===== src/rtl/one_operand_unit.sv =====
`default_nettype none
// ============================================================================
//  Module   : one_operand_unit
//  Purpose  : Execute unit for NOT/INC/DEC/SETC/CLRC/OUT/IN with one registered
//             valid/ready output stage; owns the CCR {C,N,Z} and output port.
//  Revision : 1.0
// ============================================================================
module one_operand_unit #(
    parameter int               WIDTH      = 16,
    parameter logic [WIDTH-1:0] PORT_RESET = '0
) (
    input  logic             clk,
    input  logic             rst_n,
    input  logic             in_valid,
    output logic             in_ready,
    input  logic [2:0]       op,
    input  logic [WIDTH-1:0] rds,
    input  logic [2:0]       rd_tag,
    input  logic [WIDTH-1:0] in_port,
    input  logic             ccr_load,
    input  logic [2:0]       ccr_in,
    output logic             out_valid,
    input  logic             out_ready,
    output logic [WIDTH-1:0] out_data,
    output logic [2:0]       out_tag,
    output logic             out_wb,
    output logic [2:0]       ccr,
    output logic [WIDTH-1:0] out_port
);

    localparam logic [2:0] c_op_nop  = 3'b000;
    localparam logic [2:0] c_op_not  = 3'b001;
    localparam logic [2:0] c_op_inc  = 3'b010;
    localparam logic [2:0] c_op_dec  = 3'b011;
    localparam logic [2:0] c_op_setc = 3'b100;
    localparam logic [2:0] c_op_clrc = 3'b101;
    localparam logic [2:0] c_op_out  = 3'b110;
    localparam logic [2:0] c_op_in   = 3'b111;

    localparam logic [WIDTH:0] c_one = {{WIDTH{1'b0}}, 1'b1};

    logic             r_out_valid;
    logic [WIDTH-1:0] r_out_data;
    logic [2:0]       r_out_tag;
    logic             r_out_wb;
    logic [2:0]       r_ccr;
    logic [WIDTH-1:0] r_out_port;

    logic             w_accept;
    logic [WIDTH:0]   w_sum;
    logic [WIDTH:0]   w_diff;
    logic [WIDTH-1:0] w_result;
    logic             w_wb;
    logic             w_upd_nz;
    logic [2:0]       w_ccr_op;

    assign in_ready = !r_out_valid || out_ready;
    assign w_accept = in_valid && in_ready;

    // Extra top bit of the sum/difference is the carry/borrow out of bit WIDTH-1
    assign w_sum  = {1'b0, rds} + c_one;
    assign w_diff = {1'b0, rds} - c_one;

    always_comb begin
        w_result = '0;
        w_wb     = 1'b0;
        w_upd_nz = 1'b0;
        w_ccr_op = r_ccr;
        case (op)
            c_op_not: begin
                w_result = ~rds;
                w_wb     = 1'b1;
                w_upd_nz = 1'b1;
            end
            c_op_inc: begin
                w_result    = w_sum[WIDTH-1:0];
                w_wb        = 1'b1;
                w_upd_nz    = 1'b1;
                w_ccr_op[2] = w_sum[WIDTH];
            end
            c_op_dec: begin
                w_result    = w_diff[WIDTH-1:0];
                w_wb        = 1'b1;
                w_upd_nz    = 1'b1;
                w_ccr_op[2] = w_diff[WIDTH];
            end
            c_op_setc: w_ccr_op[2] = 1'b1;
            c_op_clrc: w_ccr_op[2] = 1'b0;
            c_op_out:  w_result    = rds;
            c_op_in: begin
                w_result = in_port;
                w_wb     = 1'b1;
            end
            c_op_nop: w_result = '0;
            default:  w_result = '0;
        endcase
        if (w_upd_nz) begin
            w_ccr_op[1] = w_result[WIDTH-1];
            w_ccr_op[0] = (w_result == '0);
        end
    end

    always_ff @(posedge clk or negedge rst_n) begin
        if (!rst_n) begin
            r_out_valid <= 1'b0;
            r_out_data  <= '0;
            r_out_tag   <= '0;
            r_out_wb    <= 1'b0;
            r_out_port  <= PORT_RESET;
        end else begin
            if (w_accept) begin
                r_out_valid <= 1'b1;
                r_out_data  <= w_result;
                r_out_tag   <= rd_tag;
                r_out_wb    <= w_wb;
                if (op == c_op_out) begin
                    r_out_port <= rds;
                end
            end else if (out_ready) begin
                r_out_valid <= 1'b0;
            end
        end
    end

    // Interrupt-return restore wins over any same-edge flag update
    always_ff @(posedge clk or negedge rst_n) begin
        if (!rst_n) begin
            r_ccr <= 3'b000;
        end else if (ccr_load) begin
            r_ccr <= ccr_in;
        end else if (w_accept) begin
            r_ccr <= w_ccr_op;
        end
    end

    assign out_valid = r_out_valid;
    assign out_data  = r_out_data;
    assign out_tag   = r_out_tag;
    assign out_wb    = r_out_wb;
    assign ccr       = r_ccr;
    assign out_port  = r_out_port;

endmodule
`default_nettype wire


===== config.mk =====
export PLATFORM = sky130hd
export DESIGN_NAME = one_operand_unit
export DESIGN_NICKNAME = d
export VERILOG_FILES = /design/src/rtl/one_operand_unit.sv
export SDC_FILE = /design/constraint.sdc
export NUM_CORES = 1
export LEC_CHECK = 0
export ABC_AREA = 1
export CAP_MARGIN = 30
export CORE_ASPECT_RATIO = 0.5
export CORE_UTILIZATION = 30
export DETAILED_ROUTE_END_ITERATION = 12
export GPL_ROUTABILITY_DRIVEN = 0
export PLACE_DENSITY = 0.61
export SYNTH_ARGS = -nofsm -noshare
export SYNTH_HDL_FRONTEND = slang
export SYNTH_SLANG_ARGS = --single-unit

===== constraint.sdc =====
create_clock -name clk -period 3.4 [get_ports clk]
set_clock_uncertainty 0.15 [all_clocks]
set_input_delay 0.68 -clock clk [delete_from_list [all_inputs] [get_ports clk]]
set_output_delay 0.68 -clock clk [all_outputs]
set_load 0.02 [all_outputs]

## Word-level counts from Yosys, hierarchy flattened

Index checks and enable logic that the tools add are counted.

| word-level totals | value |
|---|---|
| register bits after elaboration | 40 |
| input port bits | 46 |
| output and inout bits | 41 |
| logic and storage cells | 39 |

| cells by class | value |
|---|---|
| add/subtract/negate cells | 2 |
| eq/ne operators | 7 |
| muxes and demuxes | 9 |
| bitwise operators | 1 |
| reductions and logical operators | 13 |

Operators by type and width:

| cell | number |
|---|---|
| $pmux W16 S5 | 1 |
| $add A16 B1 Y17 const B | 1 |
| $sub A16 B1 Y17 const B | 1 |
| $logic_not A16 Y1 | 1 |
| $not A16 Y16 | 1 |
| $eq A3 B3 Y1 const B | 4 |
| $eq A3 B2 Y1 const B | 2 |
| $mux W3 | 2 |
| $reduce_and A2 Y1 | 3 |
| $reduce_bool A2 Y1 | 3 |
| $reduce_bool A5 Y1 | 1 |
| $mux W1 | 4 |
| $pmux W1 S4 | 1 |
| $reduce_or A4 Y1 | 1 |
| $eq A3 B1 Y1 const B | 1 |
| $reduce_or A3 Y1 | 1 |
| $mux W2 | 1 |
| $logic_and A1 B1 Y1 | 1 |
| $logic_not A1 Y1 | 1 |
| $logic_or A1 B1 Y1 | 1 |

## Logic depth before layout (Yosys ltp)

| depth | value |
|---|---|
| depth in word-level cells | 6 |
| depth in mapped cells | 14 |
| mapped depth without buffers | 14 |

## Worst setup path before layout

OpenSTA, ideal clock, no wires.

| timing | value |
|---|---|
| kind | in2reg |
| from | input port rds[0] |
| to | register r_ccr[0] (netlist: ccr[0]) |
| setup time | 0.119 ns |
| data arrival time | 1.789 ns |
| data required time | 3.131 ns |
| path slack | 1.342 ns |
| stages on the path | 11 |
| buffers on the path | 0 |
| cell sequence | ha_1 nand3_2 nor2_2 nand2_1 or2_0 o21ai_0 nand2_1 nand2_1 nor2_1 nand2_1 nand2_1 |

| on the way | value |
|---|---|
| cells in the longest elaborated chain, start to end | 6 |
| elaborated cells on any way between the ends | 8 |
| those cells by class | add/sub: 2; mux: 4; bitwise: 1; reduce/logical: 1 |

RTL lines:

| item | line | text |
|---|---|---|
| start, declared | 17 | `input logic [WIDTH-1:0] rds,` |
| $sub A16 B1 Y17 (tied with other cells) | 62 | `assign w_diff = {1'b0, rds} - c_one;` |
| $pmux W16 S5 (*) | 69 | `case (op)` |
| $logic_not A16 Y1 (*) | 99 | `w_ccr_op[0] = (w_result == '0);` |
| $mux W2 (*) | 97 | `if (w_upd_nz) begin` |
| $mux W3 (*) | 131 | `end else if (w_accept) begin` |
| $mux W3 (*) | 129 | `end else if (ccr_load) begin` |
| end signal, assigned | 130 | `r_ccr <= ccr_in;` |
| end signal, assigned | 132 | `r_ccr <= w_ccr_op;` |
| end, declared | 46 | `logic [2:0] r_ccr;` |

Every way passes the cells marked *; elsewhere a longest branch is shown, timed or not. The select of a mux whose other input is x is not followed.
A chain may end at the register's enable or synchronous reset.

## Worst setup path in the final report

Ends and elaborated chain as after synthesis.

==> results by stage <==
GRT:
- The first global-routing pass estimated 15190 um of wire.
- The remaining global-route overflow is 0.
- The number of antenna violations at the first check in global routing is 0.
- The number of global-route vias before repair came to 2980.
- Entering global routing, the biggest net connects 41 pins.
- In the global route stage, overall resource usage came out at 0.1920.

Finish:
- After the last flow step, the layout net total stands at 583.
- The multi-input logic area is 0.001723 mm2.
- The layout overhead on the synthesized area is 38.88%.
- The area used by sequential logic in the layout is 0.001001 mm2.
- Measured on the finished design, the core utilization comes to 0.4342.
- The ratio of cells with drive above 1 in the final layout is 0.1138.
- The number of antenna diodes in the final layout is 0.
- The number of inserted filler cells in the final layout is 968.

Clock tree:
- Clock latency on the worst-skew pair, taken at its later pin, is 0.29 ns.
- The number of hold buffers added after CTS was 0.
- The number of buffers between clock root and the deepest sink is 2.
- The post-cts repair resize count is 0.
- The clock transition at the registers of the reported paths is 0.06 ns.
- TritonCTS built the clock tree.
- The number of clock buffers added by TritonCTS is 5.
- The post-CTS setup-driven buffer insertion count is 0.
- The tree built by TritonCTS fans out to 40 sinks.
- The root buffer cell is sky130_fd_sc_hd__clkbuf_16.
- The H-tree was split into 2 levels.

Pwr:
- The worst-case vdd ir drop is 0.0001631 V.
- Power spread over the standard cell area amounts to 438.6 mW/mm2.
- Of the total power, the share spent switching nets is 0.3270.
- The share of total power dissipated in combinational logic is 0.350.
- The clock share of power is 0.313.
- For this design the static power due to leakage is 0.001806 uW.
- Of the total power, registers draw 0.338.
- Internal power comes to 1223 uW.
- The total net switching power is 594.1 uW.

Critical path:
- The critical path in this run is classified as in2reg.
- The reg-to-reg setup timing slack is 1.69 ns.
- The worst setup path is captured at a flop.
- The nature of the critical path startpoint is a primary input.
- The number of cells traversed by the worst register-to-register path is 5.
- The buffer and inverter count on the worst path is 2.
- The family of cells with the greatest summed delay on the critical path is simple AND/OR/NAND/NOR gates.
- The largest single stage delay on the critical path is 0.58 ns.
- The peak fanout along the critical path is 6.
- The worst endpoint required time is 3.48 ns.
- The largest individual stage delay along the critical path comes from the cell sky130_fd_sc_hd__clkdlybuf4s50_1.
- Data arrives at the worst endpoint at 2.90 ns.
- The source of the worst register-to-register timing path is out_valid.
- Traced cell by cell, the critical path runs through clkdlybuf4s50_1 > inv_1 > ha_1 > nand2_2 > nor2_2 > nand3_1 > nand3_1 > nand3_1 > nor2_1 > nand3_1 > nor2_1 > nand2_1 > nand2_1.
- The most frequent cell on the critical path is sky130_fd_sc_hd__nand3_1.
- The worst flop-to-flop path endpoint is out_port[13].

Detailed routing:
- The number of search-and-repair iterations in the first detailed-routing pass is 5.
- Detailed routing inserted a total of 3251 vias.
- The average wire per cell in the routed design is 14.41 um.
- The count of unresolved DRC violations after routing is 0.
- The initial detailed-routing violation count is 261.
- The antenna violation net count after detailed routing is 0.
- The final layout contains routed wiring with a total length of 9666 um.
- The average via count per standard cell is 4.845.

Synth:
- The Yosys step of the flow raised 0 warnings.
- The proportion of synthesized flip-flops having asynchronous set or reset is 1.000.
- Synthesis inferred 40 register bits.
- The post-synthesis instance area is 0.002983 mm2.
- A synthesized cell averages 6.585 um2.
- The dominant synthesized flop cell is sky130_fd_sc_hd__dfrtp_1.
- The sequential fraction of the synthesis area is 0.3356.
- The number of different library cells in the post-synthesis netlist is 34.
- In the synthesized netlist, the number of instances is 453.
- The count of flip-flops with a built-in enable after synthesis is 0.
- The post-synthesis net count is 501.

Floorplan:
- The die area is 0.01037 mm2.
- The floorplan has 25 rows.
- The core area is 0.009540 mm2.
- The count of boundary I/O pins is 87.
- For this configuration, the core starts out at a cell density of 0.3127.
- The die height is 72.51 um.
- The floorplan step set the die width to 143.0 um.

Timing:
- The minimum clock period is 2.817 ns.
- The number of hold violations in the final report is 0.
- Adding up every negative setup slack in the final design gives 0 ns.
- At the pin with the least slew margin, the transition time is 0.4641 ns.
- Setup repair after global routing left no endpoint under its margin.
- Based on the critical path, the design can be clocked at up to 0.3550 GHz.
- Setup violations remaining at the end of the flow were counted as 0.
- The total count of max-transition violations in the final report is 0.
- In this run the tightest slew margin relative to its limit is 0.6896.
- The share of the cycle needed by the critical path after routing is 0.8285.

Run:
- Across the run, the number of max-cap violations was 0.

Placement:
- Once detailed placement completed, the half-perimeter wirelength came to 7351 um.
- The count of buffers added on input and output ports is 86.

Outcome:
- The flow ran to the end, and the final reports show no timing, DRC or antenna violations.

Hold path:
- The worst min-delay path category is in2async.
==> kinds of logic (layout without fill, tap and decap cells) <==
logic type | count (synthesis) | in the layout | synth area share
AOI/OAI and AO/OA | 55 | 55 | 0.1002
xor gates and xnor gates | 2 | 2 | 0.005874
DFF | 40 | 40 | 0.3356
adders and majority gates | 2 | 2 | 0.008388
buffers and inverters | 57 | 140 | 0.08683
and+or+nand+nor | 291 | 291 | 0.4404
muxes | 6 | 6 | 0.02265
==> flip-flops by register name, summed over array words and instances, names as in the netlist <==
name,count
ccr,3
out_data,16
out_port,16
out_tag,3
out_valid,1
out_wb,1
==> cell usage after synthesis (all sizes together) (2+ instances only) <==
library cell  number  share of area
nand2            126           0.17
nor2             100           0.15
nand3             52          0.098
dfrtp             40           0.34
inv               35          0.044
o21ai             26          0.045
a21oi             19          0.032
buf               15          0.034
nand4              7          0.015
mux2               6          0.023
a31oi              5          0.010
clkbuf             4         0.0050
nor3               4         0.0084
clkinv             3         0.0042
a21boi             2         0.0050
ha                 2         0.0084
o211ai             2         0.0050
xnor2              2         0.0059
==> power groups by stage <==
stage / Combinational, uW / Sequential (uW) / Clock [uW]
floorplan: 211 / 730 / 0
global placement: 631 / 623 / 0
detailed placement: 631 / 623 / 0
CTS: 635 / 616 / 576
global route: 683 / 627 / 598
finish: 635 / 614 / 568
==> cell type report <==
type,instances,area share
inverter,38,0.03473
timing repair buffer,94,0.2241
multi-input combinational,356,0.4159
clock inverter,2,0.009363
clock buffer,6,0.03352
sequential,40,0.2416
tap,135,0.04077
==> stage by stage <==
stage               cell area, um2  setup slack (ns)  hold slack (ns)  instances  power, uW
finish                        4143            0.5829           0.1524        671       1817
global route                  4143            0.4513           0.1817        671       1908
CTS                           4123            0.6546           0.3379        670       1828
detailed placement            3945            0.3666           0.3211        662       1254
global placement              3945            0.3297           0.3196        662       1253
floorplan                     2983             1.342           0.2344        453      941.2
==> how the worst max path moves through the flow <==
stage,cells past startpoint,startpoint,end
3_3_place_gp,13,rds[0],ccr[0]
2_1_floorplan,11,rds[0],ccr[0]
4_1_cts,13,rds[0],ccr[0]
5_1_grt,14,rds[0],ccr[0]
3_5_place_dp,13,rds[0],ccr[0]
6_report,13,rds[0],ccr[0]
==> layer usage <==
metal / global-route usage / share of wire / routed length (um)
met5: 0 / 0 / 0
met4: 0.05137 / 0.010 / 98
met3: 0.03894 / 0.079 / 765
met2: 0.2835 / 0.40 / 3886
met1: 0.2821 / 0.51 / 4916
==> placed cells by master, fill, tap and decap left out <==
| cell type | count |
|---|---|
| sky130_fd_sc_hd__inv_2 | 8 |
| sky130_fd_sc_hd__xnor2_1 | 2 |
| sky130_fd_sc_hd__nand3_1 | 47 |
| sky130_fd_sc_hd__nand4_1 | 7 |
| sky130_fd_sc_hd__mux2_2 | 6 |
| sky130_fd_sc_hd__nor3_1 | 3 |
| sky130_fd_sc_hd__inv_1 | 27 |
| sky130_fd_sc_hd__nand2_1 | 119 |
| sky130_fd_sc_hd__nor2_1 | 85 |
| sky130_fd_sc_hd__nand2_2 | 5 |
| sky130_fd_sc_hd__nand3_2 | 4 |
| sky130_fd_sc_hd__clkinv_4 | 1 |
| sky130_fd_sc_hd__bufinv_16 | 1 |
| sky130_fd_sc_hd__o211ai_1 | 2 |
| sky130_fd_sc_hd__dfrtp_1 | 40 |
| sky130_fd_sc_hd__nand2_4 | 2 |
| sky130_fd_sc_hd__clkdlybuf4s50_1 | 85 |
| sky130_fd_sc_hd__clkbuf_16 | 5 |
| sky130_fd_sc_hd__o21ai_2 | 1 |
| sky130_fd_sc_hd__clkbuf_8 | 1 |
| sky130_fd_sc_hd__clkinv_1 | 2 |
| sky130_fd_sc_hd__a21boi_1 | 2 |
| sky130_fd_sc_hd__buf_4 | 7 |
| sky130_fd_sc_hd__o21ai_1 | 4 |
| sky130_fd_sc_hd__buf_2 | 1 |
| sky130_fd_sc_hd__nor2_2 | 10 |
| sky130_fd_sc_hd__nor2_4 | 5 |
| sky130_fd_sc_hd__nand3b_1 | 1 |
| sky130_fd_sc_hd__a21oi_1 | 19 |
| sky130_fd_sc_hd__a31oi_1 | 5 |
| sky130_fd_sc_hd__ha_1 | 2 |
| sky130_fd_sc_hd__clkinv_2 | 1 |
| sky130_fd_sc_hd__or2_0 | 1 |
| sky130_fd_sc_hd__nor3_2 | 1 |
| sky130_fd_sc_hd__o21ai_0 | 21 |
| sky130_fd_sc_hd__nand3_4 | 1 |
| sky130_fd_sc_hd__buf_12 | 1 |
| sky130_fd_sc_hd__a41oi_1 | 1 |
Power figures use the tool's default switching activity.
